--- src/rtl/mem_stage_pkg.sv ---
// Shared constants and op encoding for the memory-access stage.
package mem_stage_pkg;

    localparam int DATA_W    = 8;
    localparam int ADDR_W    = 8;
    localparam int MEM_DEPTH = 32;
    localparam int RD_W      = 3;

    // Execute-stage op encoding; 2'b11 is reserved and behaves as a pass.
    typedef enum logic [1:0] {
        OP_PASS  = 2'b00,
        OP_LOAD  = 2'b01,
        OP_STORE = 2'b10,
        OP_RSVD  = 2'b11
    } op_e;

endpackage

--- src/rtl/mem_access_stage_store_buffer.sv ---
// Single-entry posted-store buffer with address-match lookup for forwarding.
module store_buffer
    import mem_stage_pkg::*;
#(
    parameter int AW = mem_stage_pkg::ADDR_W,
    parameter int DW = mem_stage_pkg::DATA_W
) (
    input  logic          CLK,
    input  logic          RST,
    input  logic          push,
    input  logic [AW-1:0] push_addr,
    input  logic [DW-1:0] push_data,
    input  logic          drain_en,
    input  logic [AW-1:0] lookup_addr,
    output logic          valid,
    output logic [AW-1:0] addr,
    output logic [DW-1:0] data,
    output logic          hit
);

    // A push always wins: the caller guarantees the old entry drains in the
    // same cycle, so overwriting it loses nothing.
    always_ff @(posedge CLK or posedge RST) begin
        if (RST) begin
            valid <= 1'b0;
            addr  <= '0;
            data  <= '0;
        end else if (push) begin
            valid <= 1'b1;
            addr  <= push_addr;
            data  <= push_data;
        end else if (drain_en) begin
            valid <= 1'b0;
        end
    end

    // Forwarding match against the currently buffered entry.
    always_comb begin
        hit = valid && (addr == lookup_addr);
    end

endmodule

--- src/rtl/mem_access_stage.sv ---
// Memory-access stage: handshake, DMem port mux, posted stores, result register.
module mem_access_stage
    import mem_stage_pkg::*;
#(
    parameter int DATA_W    = mem_stage_pkg::DATA_W,
    parameter int ADDR_W    = mem_stage_pkg::ADDR_W,
    parameter int MEM_DEPTH = mem_stage_pkg::MEM_DEPTH,
    parameter int RD_W      = mem_stage_pkg::RD_W
) (
    input  logic              CLK,
    input  logic              RST,
    input  logic              in_valid,
    output logic              in_ready,
    input  logic [1:0]        in_op,
    input  logic [ADDR_W-1:0] in_addr,
    input  logic [DATA_W-1:0] in_wdata,
    input  logic [DATA_W-1:0] in_alu,
    input  logic [RD_W-1:0]   in_rd,
    input  logic              in_regwrite,
    output logic [ADDR_W-1:0] Address,
    output logic [DATA_W-1:0] writeData,
    output logic              MemRead,
    output logic              MemWrite,
    input  logic [DATA_W-1:0] readData,
    output logic              wb_valid,
    input  logic              wb_ready,
    output logic [DATA_W-1:0] wb_data,
    output logic [RD_W-1:0]   wb_rd,
    output logic              wb_regwrite,
    output logic              addr_fault
);

    logic              fire;
    logic              is_load;
    logic              is_store;
    logic              in_rng;
    logic              load_fire;
    logic              push;
    logic              drain_en;
    logic              sb_valid;
    logic              sb_hit;
    logic [ADDR_W-1:0] sb_addr;
    logic [DATA_W-1:0] sb_data;
    logic [DATA_W-1:0] result;

    assign in_ready  = !wb_valid || wb_ready;
    assign fire      = in_valid && in_ready;
    assign is_load   = (in_op == OP_LOAD);
    assign is_store  = (in_op == OP_STORE);
    assign in_rng    = (in_addr < ADDR_W'(MEM_DEPTH));
    assign load_fire = fire && is_load && in_rng;
    assign push      = fire && is_store && in_rng;
    // A firing load owns the port; the buffered store waits for the next free cycle.
    assign drain_en  = sb_valid && !load_fire;

    store_buffer #(.AW(ADDR_W), .DW(DATA_W)) u_sb (
        .CLK         (CLK),
        .RST         (RST),
        .push        (push),
        .push_addr   (in_addr),
        .push_data   (in_wdata),
        .drain_en    (drain_en),
        .lookup_addr (in_addr),
        .valid       (sb_valid),
        .addr        (sb_addr),
        .data        (sb_data),
        .hit         (sb_hit)
    );

    // DMem port mux: load read, else store drain, else idle zeros.
    always_comb begin
        MemRead   = 1'b0;
        MemWrite  = 1'b0;
        Address   = '0;
        writeData = '0;
        if (load_fire) begin
            MemRead = 1'b1;
            Address = in_addr;
        end else if (drain_en) begin
            MemWrite  = 1'b1;
            Address   = sb_addr;
            writeData = sb_data;
        end
    end

    // Result selection for the writeback register; forwarded data beats DMem.
    always_comb begin
        result = '0;
        if (is_load) begin
            if (!in_rng)     result = '0;
            else if (sb_hit) result = sb_data;
            else             result = readData;
        end else if (!is_store) begin
            result = in_alu;
        end
    end

    // Output register: load on fire, hold under backpressure, retire on ready.
    always_ff @(posedge CLK or posedge RST) begin
        if (RST) begin
            wb_valid    <= 1'b0;
            wb_data     <= '0;
            wb_rd       <= '0;
            wb_regwrite <= 1'b0;
        end else if (fire) begin
            wb_valid    <= 1'b1;
            wb_data     <= result;
            wb_rd       <= in_rd;
            wb_regwrite <= in_regwrite && !is_store;
        end else if (wb_ready) begin
            wb_valid    <= 1'b0;
        end
    end

    // Sticky fault on any out-of-range load or store that fires.
    always_ff @(posedge CLK or posedge RST) begin
        if (RST)
            addr_fault <= 1'b0;
        else if (fire && (is_load || is_store) && !in_rng)
            addr_fault <= 1'b1;
    end

endmodule

--- config.mk ---
export PLATFORM = sky130hd
export DESIGN_NAME = mem_access_stage
export DESIGN_NICKNAME = d
export VERILOG_FILES = /design/src/rtl/mem_stage_pkg.sv /design/src/rtl/mem_access_stage_store_buffer.sv /design/src/rtl/mem_access_stage.sv
export SDC_FILE = /design/constraint.sdc
export NUM_CORES = 1
export LEC_CHECK = 0
export BUFFER_PORTS_ARGS = -buffer_cell sky130_fd_sc_hd__buf_2
export CORE_UTILIZATION = 30
export CTS_CLUSTER_SIZE = 20
export DETAILED_ROUTE_END_ITERATION = 7
export PLACE_DENSITY = 0.56
export SYNTH_ARGS = -nofsm -noshare
export SYNTH_HDL_FRONTEND = slang
export SYNTH_HIERARCHICAL = 1
export SYNTH_SLANG_ARGS = --single-unit
--- constraint.sdc ---
create_clock -name CLK -period 2.4 [get_ports CLK]
set_input_delay 0.36 -clock CLK [delete_from_list [all_inputs] [get_ports CLK]]
set_output_delay 0.36 -clock CLK [all_outputs]
set_load 0.01 [all_outputs]
# == Yosys cells after proc, flatten, opt, wreduce, memory -nomap -nowiden ==
# Cells that the tools add are included.
# classes
n_eq_ne,3
n_mux,15
order_cmp,1
n_reduce_logical,18
# op_table
operator,count
2-to-1 mux 8 bit,8
logical AND 1 bit,10
equality test 8 bit,1
"< comparator 8 x 6 -> 1 bit, second input constant",1
2-to-1 mux 1 bit,7
logical NOT 1 bit,4
nonzero test 2 bit,2
"equality test 2 x 1 -> 1 bit, second input constant",1
"equality test 2 bit, second input constant",1
logical OR 1 bit,2
# word_totals
register_bits,31
inputBits,42

# == Longest topological paths before layout ==
# depth
depth_word,9
depth_mapped,9
ltp_nobuf,6

# == Hierarchy ==
# Netlist, hierarchy kept.
# by_module_without_submodules
mod,seq_area_each_um2,n_inst,area_each_um2,cells_per_inst
mem_access_stage,350.3,1,945.9,104
store_buffer,425.4,1,777.0,50

# == Worst setup path after synthesis ==
# No wires, ideal clock.
# synth_path
kind,input -> register
from,input port wb_ready
to,register u_sb.addr[0]
t_required_ns,2.275
path_buffers,5
slack_ns,0.467
t_arrival_ns,1.808
setup_ns,0.125
path_stages,9
cell_sequence,nand2b_1 > buf_2 > and2_1 > buf_2 > buf_2 > and3_1 > buf_6 > buf_12 > mux2_4
# synth_between
elab_chain_len,4
# synth_lines
item,line,rtl
start: declaration,mem_access_stage.sv:26,"input logic wb_ready,"
logical OR 1 bit,mem_access_stage.sv:46,assign in_ready = !wb_valid || wb_ready;
logical AND 1 bit,mem_access_stage.sv:47,assign fire = in_valid && in_ready;
logical AND 1 bit (2 in a row),mem_access_stage.sv:52,assign push = fire && is_store && in_rng;
named net push,mem_access_stage.sv:38,logic push;
end signal: assignment,mem_access_stage_store_buffer.sv:30,addr <= push_addr;
end: declaration,mem_access_stage_store_buffer.sv:16,"output logic [AW-1:0] addr,"
# The timed path passes the listed nets, and every way through them passes these cells.
# A chain may end at the register's enable or synchronous reset.

# == Worst setup path after layout ==
# layout_path
from,input port in_op[1]
to,output port Address[3]
# layout_between
elab_chain_len,7
# layout_lines
item,line,rtl
start: declaration,mem_access_stage.sv:14,"input logic [1:0] in_op,"
equality test 2 x 1 -> 1 bit (*),mem_access_stage.sv:48,assign is_load = (in_op == OP_LOAD);
logical AND 1 bit (*) (2 in a row),mem_access_stage.sv:51,assign load_fire = fire && is_load && in_rng;
logical NOT 1 bit,mem_access_stage.sv:54,assign drain_en = sb_valid && !load_fire;
logical AND 1 bit,mem_access_stage.sv:54,
2-to-1 mux 8 bit,mem_access_stage.sv:79,end else if (drain_en) begin
2-to-1 mux 8 bit (*),mem_access_stage.sv:76,if (load_fire) begin
end: declaration,mem_access_stage.sv:20,"output logic [ADDR_W-1:0] Address,"
# Mark *: on every way between the ends. The rest lies on a longest branch, timed or not.

==> qor.yml <==
timing:
  hold_violations: 0
  worst_pin_slew_ns: 0.716
  fmax_mhz: 481
  maxSlewHeadroom: 0.522
  setup_viol: 0
  setup_tns_ns: 0
  drv_slew: 0
  finClkSkew_ns: 0.0122
  worst_slack_ns: 0.322
  rsz0062_at_grt: "no"
  finalCritPeriodShare: 0.866
  fin_crit_ns: 2.08
cts:
  cts_tree: "built"
  post-cts-setup-buffer-count: 0
  cts_hold_buf: 0
  insertion_delay_ns: 0.29
  htree_levels: 2
  clkTransAtPathRegs_ns: 0.08
  cts_made_buffers: 5
  cts_buffer_depth: 2
  cts_root_buf: "clkbuf_8"
  cts.sinks: 31
  cts-resized-gates: 0
job:
  maxCapViolations: 0
die:
  start_util: 0.313
  coreArea_sq_um: 5510
  dieArea_sq_um: 6050
  io-pin-count: 75
  fp.dieW_microns: 77.8
  core.rowCount: 27
  fp.dieH_microns: 77.8
place:
  dp_slack_ns: 0.322
  gp_congestion: 0.754
  place_hpwl_microns: 3450
  portBuffers: 74
route:
  wire_per_inst_microns: 15.3
  drt_first_pass_iters: 4
  drt_iter0_drc: 70
  routed_wl_microns: 4650
  vias: 1441
  drcViolationCount: 0
  ant_nets: 0
  viasPerCell: 4.76
logic_synthesis:
  async_flop_share: 1.00
  ys_ff_latch: 31
  ys.flop_type: "dfrtp_1"
  postSynthAreaPerCell_sq_um: 11.2
  synth_edf_count: 0
  syn_nets: 198
  synthCells: 154
  ys_seq_area_frac: 0.450
  ys_types: 27
  yosysWarnings: 6
  syn-cell-area_sq_um: 1720
worst_setup_path:
  path_max_fanout: 14
  r2r_slack_ns: 0.49
  crit_required_ns: 2.04
  worstSetupPathType: "in -> out"
  cp-start-kind: "primary input"
  arrival_ns: 1.72
  end_kind: "output port"
worst_hold_path:
  hp-class: "in -> async"
grt:
  grt_pass1_wl_microns: 7420
  antenna_found_initial: 0
  grt-ovfl-total: 0
  grt_max_degree: 18
  grt_usage: 0.165
  grt_pass1_vias: 1458
power_and_ir_drop:
  power_density_nw_per_um2: 685
  seqPwrFrac: 0.433
  internal_power_uw: 1100
  clockPowerShare: 0.335
  p_leak_uw: 0.00111
  ir_drop_uv: 263
  p_sw_uw: 451
  comb_power_share: 0.232
  total_power_uw: 1550
  p_sw_frac: 0.290
cells_and_area:
  multi_input_area_sq_um: 845
  area_growth_pct: 31.7
  final_nets: 274
  final.fill_count: 580
  layout.area.seq_sq_um: 776
  antenna_cells: 0
  drive_gt1_frac: 0.515
outcome:
  status: "finished, final reports clean"
[cell usage after synthesis, drive strengths merged, types with 3 or more instances]
cell type	number	area share
o21ai	5	0.015
mux2	28	0.20
xnor2	8	0.041
a22oi	8	0.035
a21oi	16	0.046
clkbuf	3	0.0065
inv	6	0.013
dfrtp	31	0.45
and2	12	0.044
nand2	6	0.013
nand4	6	0.022
buf	9	0.040
[through the flow]
stage / hold WS [ns] / util / cells / cell area (sq um)
after floorplan: 0.249 / - / 154 / 1720
after global placement: 0.451 / 0.392 / 295 / 2160
after detailed placement: 0.442 / 0.392 / 295 / 2160
after CTS: 0.137 / 0.412 / 303 / 2270
after global routing: 0.161 / 0.412 / 303 / 2270
final: 0.128 / 0.412 / 303 / 2270
[cells in the final DEF (no fill, tap or decap), drive strengths merged]
cell,count
nand3,1
and3,2
nand2b,2
dfrtp,31
nor3,2
nor2,2
nand4,6
a21o,2
nor4b,1
nor2b,1
clkbuf,5
a21oi,16
buf,81
bufinv,1
mux2,28
a31oi,1
a22oi,8
ha,2
and2,12
o21ai,5
inv,6
xnor2,8
clkinv,2
nand2,6
[area by class of cell]
| type | count | share of cell area |
|---|---|---|
| Timing Repair Buffer | 81 | 0.186 |
| Clock inverter | 3 | 0.0193 |
| Clock buffer | 5 | 0.0303 |
| Inverter | 6 | 0.00993 |
| Sequential cell | 31 | 0.342 |
| Multi-Input combinational cell | 105 | 0.372 |
| Tap cell | 72 | 0.0397 |
[sequential cells by signal (all words and copies together), names as in the netlist]
register and flops:
u_sb/addr 8, wb_regwrite 1, wb_rd 3, wb_data 8, u_sb/data 8, addr_fault 1, wb_valid 1, u_sb/valid 1
[per-layer routing]
metal	wire length (microns)	GRT usage	vias up
li1	-	-	693
met1	2100	0.213	698
met2	2210	0.272	44
met3	277	0.0412	6
met4	61	0.0509	0
met5	0	0	-
[worst max-delay path, cell delays in order]
cell     delay, ns
buf_2         0.11
inv_1         0.04
ha_1          0.17
nor4b_4       0.23
buf_4         0.25
and3_1        0.28
o21ai_0       0.12
buf_2         0.15
[power by group through the flow]
stage	sequential, uW	clock, uW	combinational [uW]
after floorplan	677	0	207
after global placement	683	0	362
after detailed placement	682	0	365
after CTS	673	536	366
after global routing	685	561	399
final	673	520	361
[worst paths after layout]
check / from / cells past startpoint / endpoint
hold / removal: RST / 2 / addr_fault$_DFFE_PP0P_
hold reg to reg: addr_fault$_DFFE_PP0P_ / 1 / addr_fault$_DFFE_PP0P_
min in group CLK: in_rd[1] / 2 / wb_rd[1]$_DFFE_PP0P_
max in group asynchronous: RST / 2 / u_sb/addr[0]$_DFFE_PP0P_
setup reg to reg: u_sb/addr[2]$_DFFE_PP0P_ / 7 / wb_data[4]$_DFFE_PP0P_
setup / recovery: in_op[1] / 8 / Address[3]
[cells by family after synthesis]
family	after synthesis	share of synthesized area
muxes	28	0.203
xor gates and xnor gates	8	0.0407
and+or+nand+nor	35	0.123
DFF	31	0.450
adders and majority gates	2	0.0145
AOI/OAI and AO/OA	32	0.109
buffers and inverters	18	0.0596
Power figures use the tool's default switching activity.
